File: src/rtl/alu_pkg.sv
`default_nettype none
// +-----------------------------------------------------------------------+
// | alu_pkg                                                               |
// | Opcode encodings and FSM state type shared by seq_alu and its bench.  |
// | Revision: 1.0                                                         |
// +-----------------------------------------------------------------------+
package alu_pkg;

   localparam logic [3:0] OP_LD   = 4'b0000;
   localparam logic [3:0] OP_MOV  = 4'b0001;
   localparam logic [3:0] OP_SHL  = 4'b0100;
   localparam logic [3:0] OP_SHR  = 4'b0101;
   localparam logic [3:0] OP_ADD  = 4'b0110;
   localparam logic [3:0] OP_ADC  = 4'b0111;
   localparam logic [3:0] OP_SUB  = 4'b1000;
   localparam logic [3:0] OP_SBC  = 4'b1001;
   localparam logic [3:0] OP_BEQ  = 4'b1010;
   localparam logic [3:0] OP_BT   = 4'b1011;
   localparam logic [3:0] OP_GT   = 4'b1100;
   localparam logic [3:0] OP_FBIT = 4'b1101;
   localparam logic [3:0] OP_LBIT = 4'b1110;
   localparam logic [3:0] OP_MUL  = 4'b1111;

   typedef enum logic [0:0] {
      ST_IDLE = 1'b0,
      ST_MRUN = 1'b1
   } state_t;

endpackage
`default_nettype wire

File: src/rtl/alu_mul_serial.sv
`default_nettype none
// +-----------------------------------------------------------------------+
// | alu_mul_serial                                                        |
// | Unsigned shift-add multiplier, one multiplier bit per clock.          |
// | Revision: 1.0                                                         |
// +-----------------------------------------------------------------------+
module alu_mul_serial #(
   parameter int WIDTH = 8
) (
   input  logic                 clk,
   input  logic                 rst,
   input  logic                 start,
   input  logic [WIDTH-1:0]     a,
   input  logic [WIDTH-1:0]     b,
   output logic                 done,
   output logic [2*WIDTH-1:0]   product
);

   localparam int CNT_W = $clog2(WIDTH) + 1;

   logic                 run_q, run_d;
   logic [CNT_W-1:0]     cnt_q, cnt_d;
   logic [2*WIDTH-1:0]   mcand_q, mcand_d;
   logic [2*WIDTH-1:0]   prod_q, prod_d;
   logic [WIDTH-1:0]     mplier_q, mplier_d;
   logic [2*WIDTH-1:0]   prod_step;
   logic                 last_step;

   always_comb begin
      prod_step = prod_q + (mplier_q[0] ? mcand_q : '0);
      last_step = run_q && (cnt_q == CNT_W'(WIDTH - 1));
      run_d     = run_q;
      cnt_d     = cnt_q;
      mcand_d   = mcand_q;
      prod_d    = prod_q;
      mplier_d  = mplier_q;
      if (start) begin
         run_d    = 1'b1;
         cnt_d    = '0;
         mcand_d  = {{WIDTH{1'b0}}, a};
         mplier_d = b;
         prod_d   = '0;
      end else if (run_q) begin
         prod_d   = prod_step;
         mcand_d  = mcand_q << 1;
         mplier_d = mplier_q >> 1;
         cnt_d    = cnt_q + 1'b1;
         if (last_step) run_d = 1'b0;
      end
   end

   always_ff @(posedge clk) begin
      if (rst) begin
         run_q    <= 1'b0;
         cnt_q    <= '0;
         mcand_q  <= '0;
         prod_q   <= '0;
         mplier_q <= '0;
      end else begin
         run_q    <= run_d;
         cnt_q    <= cnt_d;
         mcand_q  <= mcand_d;
         prod_q   <= prod_d;
         mplier_q <= mplier_d;
      end
   end

   // Product is presented combinationally so the final add lands in the same edge as done.
   assign done    = last_step;
   assign product = prod_step;

endmodule
`default_nettype wire

File: src/rtl/seq_alu.sv
`default_nettype none
// +-----------------------------------------------------------------------+
// | seq_alu                                                               |
// | Registered accumulator ALU, one-cycle ops plus optional serial MUL.   |
// | Optional feature macro: SEQ_ALU_MUL_EN                                |
// | Revision: 1.0                                                         |
// +-----------------------------------------------------------------------+
module seq_alu
   import alu_pkg::*;
#(
   parameter int WIDTH = 8
) (
   input  logic             Clk,
   input  logic             Reset,
   input  logic             Start,
   input  logic [3:0]       Op,
   input  logic [WIDTH-1:0] Input,
   input  logic [WIDTH-1:0] Acc,
   output logic [WIDTH-1:0] Out,
   output logic             Zero,
   output logic             Cout,
   output logic             Busy,
   output logic             Done
);

   state_t               state_q, state_d;
   logic [WIDTH-1:0]     out_q, out_d;
   logic                 zero_q, zero_d;
   logic                 cout_q, cout_d;
   logic                 done_q, done_d;
   logic [WIDTH:0]       op_sum, op_diff;
   logic [WIDTH-1:0]     op_res;
   logic                 op_cout;
   logic                 mul_done;
   logic [2*WIDTH-1:0]   mul_prod;

`ifdef SEQ_ALU_MUL_EN
   localparam logic MUL_EN = 1'b1;
   logic mul_start;

   assign mul_start = Start && (state_q == ST_IDLE) && (Op == OP_MUL);

   alu_mul_serial #(.WIDTH(WIDTH)) u_mul (
      .clk     (Clk),
      .rst     (Reset),
      .start   (mul_start),
      .a       (Input),
      .b       (Acc),
      .done    (mul_done),
      .product (mul_prod)
   );

   assign Busy = (state_q == ST_MRUN);
`else
   localparam logic MUL_EN = 1'b0;

   assign mul_done = 1'b0;
   assign mul_prod = '0;
   assign Busy     = 1'b0;
`endif

   // Carry-in only participates for ADC/SBC; WIDTH+1 bits expose carry and borrow.
   always_comb begin
      op_sum  = {1'b0, Input} + {1'b0, Acc} + {{WIDTH{1'b0}}, (Op == OP_ADC) & cout_q};
      op_diff = {1'b0, Input} - {1'b0, Acc} - {{WIDTH{1'b0}}, (Op == OP_SBC) & cout_q};
      op_res  = '0;
      op_cout = cout_q;
      case (Op)
         OP_LD:           op_res = Input;
         OP_MOV:          op_res = Acc;
         OP_SHL:          op_res = Input << 1;
         OP_SHR:          op_res = Input >> 1;
         OP_ADD, OP_ADC: begin
            op_res  = op_sum[WIDTH-1:0];
            op_cout = op_sum[WIDTH];
         end
         OP_SUB, OP_SBC: begin
            op_res  = op_diff[WIDTH-1:0];
            op_cout = op_diff[WIDTH];
         end
         OP_BEQ, OP_BT:   op_res = Acc;
         OP_GT:           op_res = {{(WIDTH-1){1'b0}}, (Acc < Input)};
         OP_FBIT:         op_res = {{(WIDTH-1){1'b0}}, Input[0]};
         OP_LBIT:         op_res = {{(WIDTH-1){1'b0}}, Input[WIDTH-1]};
         default:         op_res = '0;
      endcase
   end

   always_comb begin
      state_d = state_q;
      out_d   = out_q;
      zero_d  = zero_q;
      cout_d  = cout_q;
      done_d  = 1'b0;
      case (state_q)
         ST_IDLE: begin
            if (Start) begin
               if (MUL_EN && (Op == OP_MUL)) begin
                  state_d = ST_MRUN;
               end else begin
                  out_d  = op_res;
                  zero_d = (op_res == '0);
                  cout_d = op_cout;
                  done_d = 1'b1;
               end
            end
         end
         ST_MRUN: begin
            if (mul_done) begin
               state_d = ST_IDLE;
               out_d   = mul_prod[WIDTH-1:0];
               zero_d  = (mul_prod[WIDTH-1:0] == '0);
               cout_d  = |mul_prod[2*WIDTH-1:WIDTH];
               done_d  = 1'b1;
            end
         end
         default: state_d = ST_IDLE;
      endcase
   end

   always_ff @(posedge Clk) begin
      if (Reset) begin
         state_q <= ST_IDLE;
         out_q   <= '0;
         zero_q  <= 1'b1;
         cout_q  <= 1'b0;
         done_q  <= 1'b0;
      end else begin
         state_q <= state_d;
         out_q   <= out_d;
         zero_q  <= zero_d;
         cout_q  <= cout_d;
         done_q  <= done_d;
      end
   end

   assign Out  = out_q;
   assign Zero = zero_q;
   assign Cout = cout_q;
   assign Done = done_q;

endmodule
`default_nettype wire

File: config.mk
export PLATFORM = sky130hd
export DESIGN_NAME = seq_alu
export DESIGN_NICKNAME = d
export VERILOG_FILES = /design/src/rtl/alu_pkg.sv /design/src/rtl/alu_mul_serial.sv /design/src/rtl/seq_alu.sv
export SDC_FILE = /design/constraint.sdc
export NUM_CORES = 1
export LEC_CHECK = 0
export BUFFER_PORTS_ARGS = -buffer_cell sky130_fd_sc_hd__buf_2
export CORE_ASPECT_RATIO = 1.25
export CORE_UTILIZATION = 50
export DETAILED_ROUTE_END_ITERATION = 16
export PLACE_DENSITY = 0.76
export SLEW_MARGIN = 25
export SYNTH_ARGS = -nofsm -noshare
export SYNTH_HDL_FRONTEND = slang
export SYNTH_SLANG_ARGS = --single-unit
File: constraint.sdc
create_clock -name Clk -period 3.12 [get_ports Clk]
set_input_delay 0.156 -clock Clk [delete_from_list [all_inputs] [get_ports Clk]]
set_output_delay 0.156 -clock Clk [all_outputs]
set_load 0.02 [all_outputs]
==> results_dict.tcl <==
set metrics [dict create \
    synth-simple-area-share_pct 18.7 \
    cts_sinks 11 \
    syn-mean-instance-area_um2 7.84 \
    worst_hold_path_type "input port to flop" \
    synth_area_leaders "sky130_fd_sc_hd__ha_1 17%, sky130_fd_sc_hd__dfxtp_1 12%, sky130_fd_sc_hd__fa_1 7.5%, sky130_fd_sc_hd__inv_1 5.8%, sky130_fd_sc_hd__xnor2_1 4.7%" \
    post-place-cells 303 \
    buffer_ports.inserted 33 \
    antenna-diode-count 0 \
    grt_pass1_wl_um 7830 \
    synth_compound_area_share_pct 25.0 \
    required_ns 3.25 \
    postCtsSetupBuffers 0 \
    placed_cell_area_um2 2050 \
    worst-slew-pin-transition_ns 0.562 \
    multi_input_comb_area_um2 1460 \
    crit-reg2reg-capture "Zero" \
    setup_total_negative_slack_ns 0 \
    vias 1802 \
    worst_voltage_drop_across_the_vdd_grid_uv 269 \
    max_slew_margin_pct 62.2 \
    ys_seq_area_share_pct 11.8 \
    synth.ff_latch_count 11 \
    clock_transition_at_path_regs_ns 0.05 \
    ctsHtreeMaxLevel 1 \
    final_util_pct 59.8 \
    report.final.setup_viol 0 \
    regToRegStartpoint "Cout" \
    initial_utilization_pct 53.1 \
    post_synth_mux_area_share_pct 4.36 \
    area.growth.synth_to_final_pct 12.5 \
    finalMaxSlewViolations 0 \
    final_clock_period_utilization_by_the_worst_path_pct 90.5 \
    status "completed" \
    post_layout_instance_count_excluding_filler_cells 307 \
    design_area_um2 2100 \
    register_area_um2 220 \
    drt_first_pass_iters 5 \
    nNetsFinal 324 \
    core_area_um2 3510 \
    globalRouteOverflowTotal 0 \
    setup.worst_path.start_class "flop" \
    maxCapViolCount 0 \
    drtIter0Drc 113 \
    cts.repair.resized 0 \
    drc 0 \
    crit_path_end_kind "flop" \
    min_to "Out[0]" \
    yosys.cell_count.top_type "sky130_fd_sc_hd__inv_1" \
    synth_cells 238 \
    die_h_um 70.3 \
    synth_top_cell_area_share_pct 16.8 \
    ctsHoldBuffers 0 \
    grt_max_degree 20 \
    setup_cp_type "flop to flop" \
    wl_um 4670 \
    synthesis.yosys.warnings 0 \
    antenna_violations_before_repair 0 \
    synth.largest_area_cell "sky130_fd_sc_hd__ha_1" \
    post-dp-hpwl_um 3850 \
    synth_adder_area_share_pct 24.3 \
    edff_count_synth 0 \
    post_synth_num_cell_types 55 \
    rsz0062_at_grt "no" \
    critical_path_slowest_stage_cell "sky130_fd_sc_hd__fa_1" \
    wire_per_inst_um 15.2 \
    synth-xor-area-share_pct 5.63 \
    power.density_cell_area_nw_per_um2 301 \
    cts-buffers-inserted 3 \
    die_area_um2 3980 \
    via_count_of_the_first_global_routing_pass 1703 \
    synth_top_family_by_area "compound AO/OA/AOI/OAI gates" \
    worst-r2r-cell-count 11 \
    launch_instance_of_the_worst_min_delay_path "Reset" \
    row_count 24 \
    drt-vias-per-instance 5.87 \
    worst_path_dominant_cell_family "compound AO/OA/AOI/OAI gates" \
    final.hold.worst_slack_ns 0.228 \
    clk-insertion-delay-late_ns 0.24 \
    placer_s_final_routability_congestion_estimate 0.938 \
    cts_buffer_depth 2 \
    yosys_most_used_dff "sky130_fd_sc_hd__dfxtp_1" \
    final-hold-violation-count 0 \
    groute.usage.overall_pct 24.6 \
    cp_slowest_stage_delay_ns 0.53 \
    hold_depth 2 \
    finalClockSkew_ns 0.00129 \
    post_route_cells_drive_above_1_share_pct 18.3 \
    mappedNetlistArea_um2 1870 \
    synthArstFlopShare_pct 0 \
    n_fill_cell 332 \
    route.antenna.remaining_nets 0 \
    syn_nets 293 \
    regToRegSetupSlack_ns 0.30 \
    crit_fanout 4 \
    cts.root.buffer_cell "sky130_fd_sc_hd__clkbuf_8" \
    cp_data_arrival_time_ns 2.95 \
    synth_common_cells "29 x sky130_fd_sc_hd__inv_1, 25 x sky130_fd_sc_hd__ha_1, 18 x sky130_fd_sc_hd__nor2_1, 14 x sky130_fd_sc_hd__o21ai_0, 13 x sky130_fd_sc_hd__a21oi_1" \
    width_of_the_die_um 56.7 \
    worstPathCellList "nand3_1, fa_1, inv_1, ha_1, o21ai_0, and4b_1, o211ai_1, a31oi_1, a211oi_1, and4_1, a311o_1" \
    max_freq_mhz 354 \
    critPathBufInv 1 \
    leakagePower_nw 0.967 \
    num_io_pins 35 \
    timing.final.crit_period_ns 2.82 \
    cts_tree "done" \
]
-- final cells by class --
type / count / area share (%)
inverters: 29 / 5.18
flip-flops and latches: 11 / 10.5
repair buffers: 40 / 10.4
multi-input cells: 184 / 69.5
clock buffers: 4 / 2.15
well taps: 39 / 2.32
-- sequential cells by signal, indices dropped and copies added (netlist names) --
name,count
Cout,1
Done,1
Out,8
Zero,1
-- layer usage --
layer  vias up  wire [um]  track usage (%)  share of wire [%]
met5         -          0                0                  0
met4         0         61             7.59                1.3
met3         7        236            0.926                5.1
met2        59       2410             44.1                 52
met1       835       1970             31.4                 42
li1        901          -                -                  -
-- placed cells by master (no fill, tap or decap), types with 4 or more instances in the layout --
master	instances
sky130_fd_sc_hd__nand3b_1	5
sky130_fd_sc_hd__nor2_1	18
sky130_fd_sc_hd__nand3_1	9
sky130_fd_sc_hd__o21bai_1	4
sky130_fd_sc_hd__o21ai_0	14
sky130_fd_sc_hd__buf_4	7
sky130_fd_sc_hd__buf_2	33
sky130_fd_sc_hd__a31oi_1	5
sky130_fd_sc_hd__nor2b_1	4
sky130_fd_sc_hd__dfxtp_1	11
sky130_fd_sc_hd__nor3_1	4
sky130_fd_sc_hd__fa_1	7
sky130_fd_sc_hd__xnor2_1	10
sky130_fd_sc_hd__ha_1	25
sky130_fd_sc_hd__inv_1	29
sky130_fd_sc_hd__a211oi_1	6
sky130_fd_sc_hd__nand2_1	11
sky130_fd_sc_hd__mux2i_1	7
sky130_fd_sc_hd__a21oi_1	13
-- worst reg2reg max path: cells and delay by family, from the launching register on --
family	cells	cell delay, ns
AOI/OAI and AO/OA	5	1.00
adders and majority gates	2	0.70
buffers and inverters	1	0.05
DFF	1	0.39
and+or+nand+nor	3	0.56
-- stage by stage --
stage                     power [mW]  setup slack (ns)
after detailed placement       0.489             0.170
after global placement         0.486             0.238
after CTS                      0.631             0.310
after floorplan                0.401             0.209
after global routing           0.680             0.127
final                          0.633             0.296
-- where the power goes --
group | total [mW] | internal (mW) | switching, mW
Clock | 0.142 | 0.0896 | 0.0527
Sequential | 0.156 | 0.151 | 0.00486
Combinational | 0.334 | 0.138 | 0.196
-- kinds of logic after synthesis --
family	after synthesis
compound gates	66
simple gates	65
buf+inv	43
fa+ha+maj	32
xor+xnor	12
flops	11
mux	8
other cells	1
-- worst max path at each step --
stage            to  cells after the start  startpoint  slack (ns)
2_1_floorplan  Zero                     12       Op[3]        0.21
3_3_place_gp   Zero                     12       Op[1]        0.24
3_5_place_dp   Zero                     12       Op[1]        0.17
4_1_cts        Zero                     11        Cout        0.31
5_1_grt        Zero                     11        Cout        0.13
6_report       Zero                     11        Cout        0.30
No activity file was read; power rests on OpenSTA's default activity.
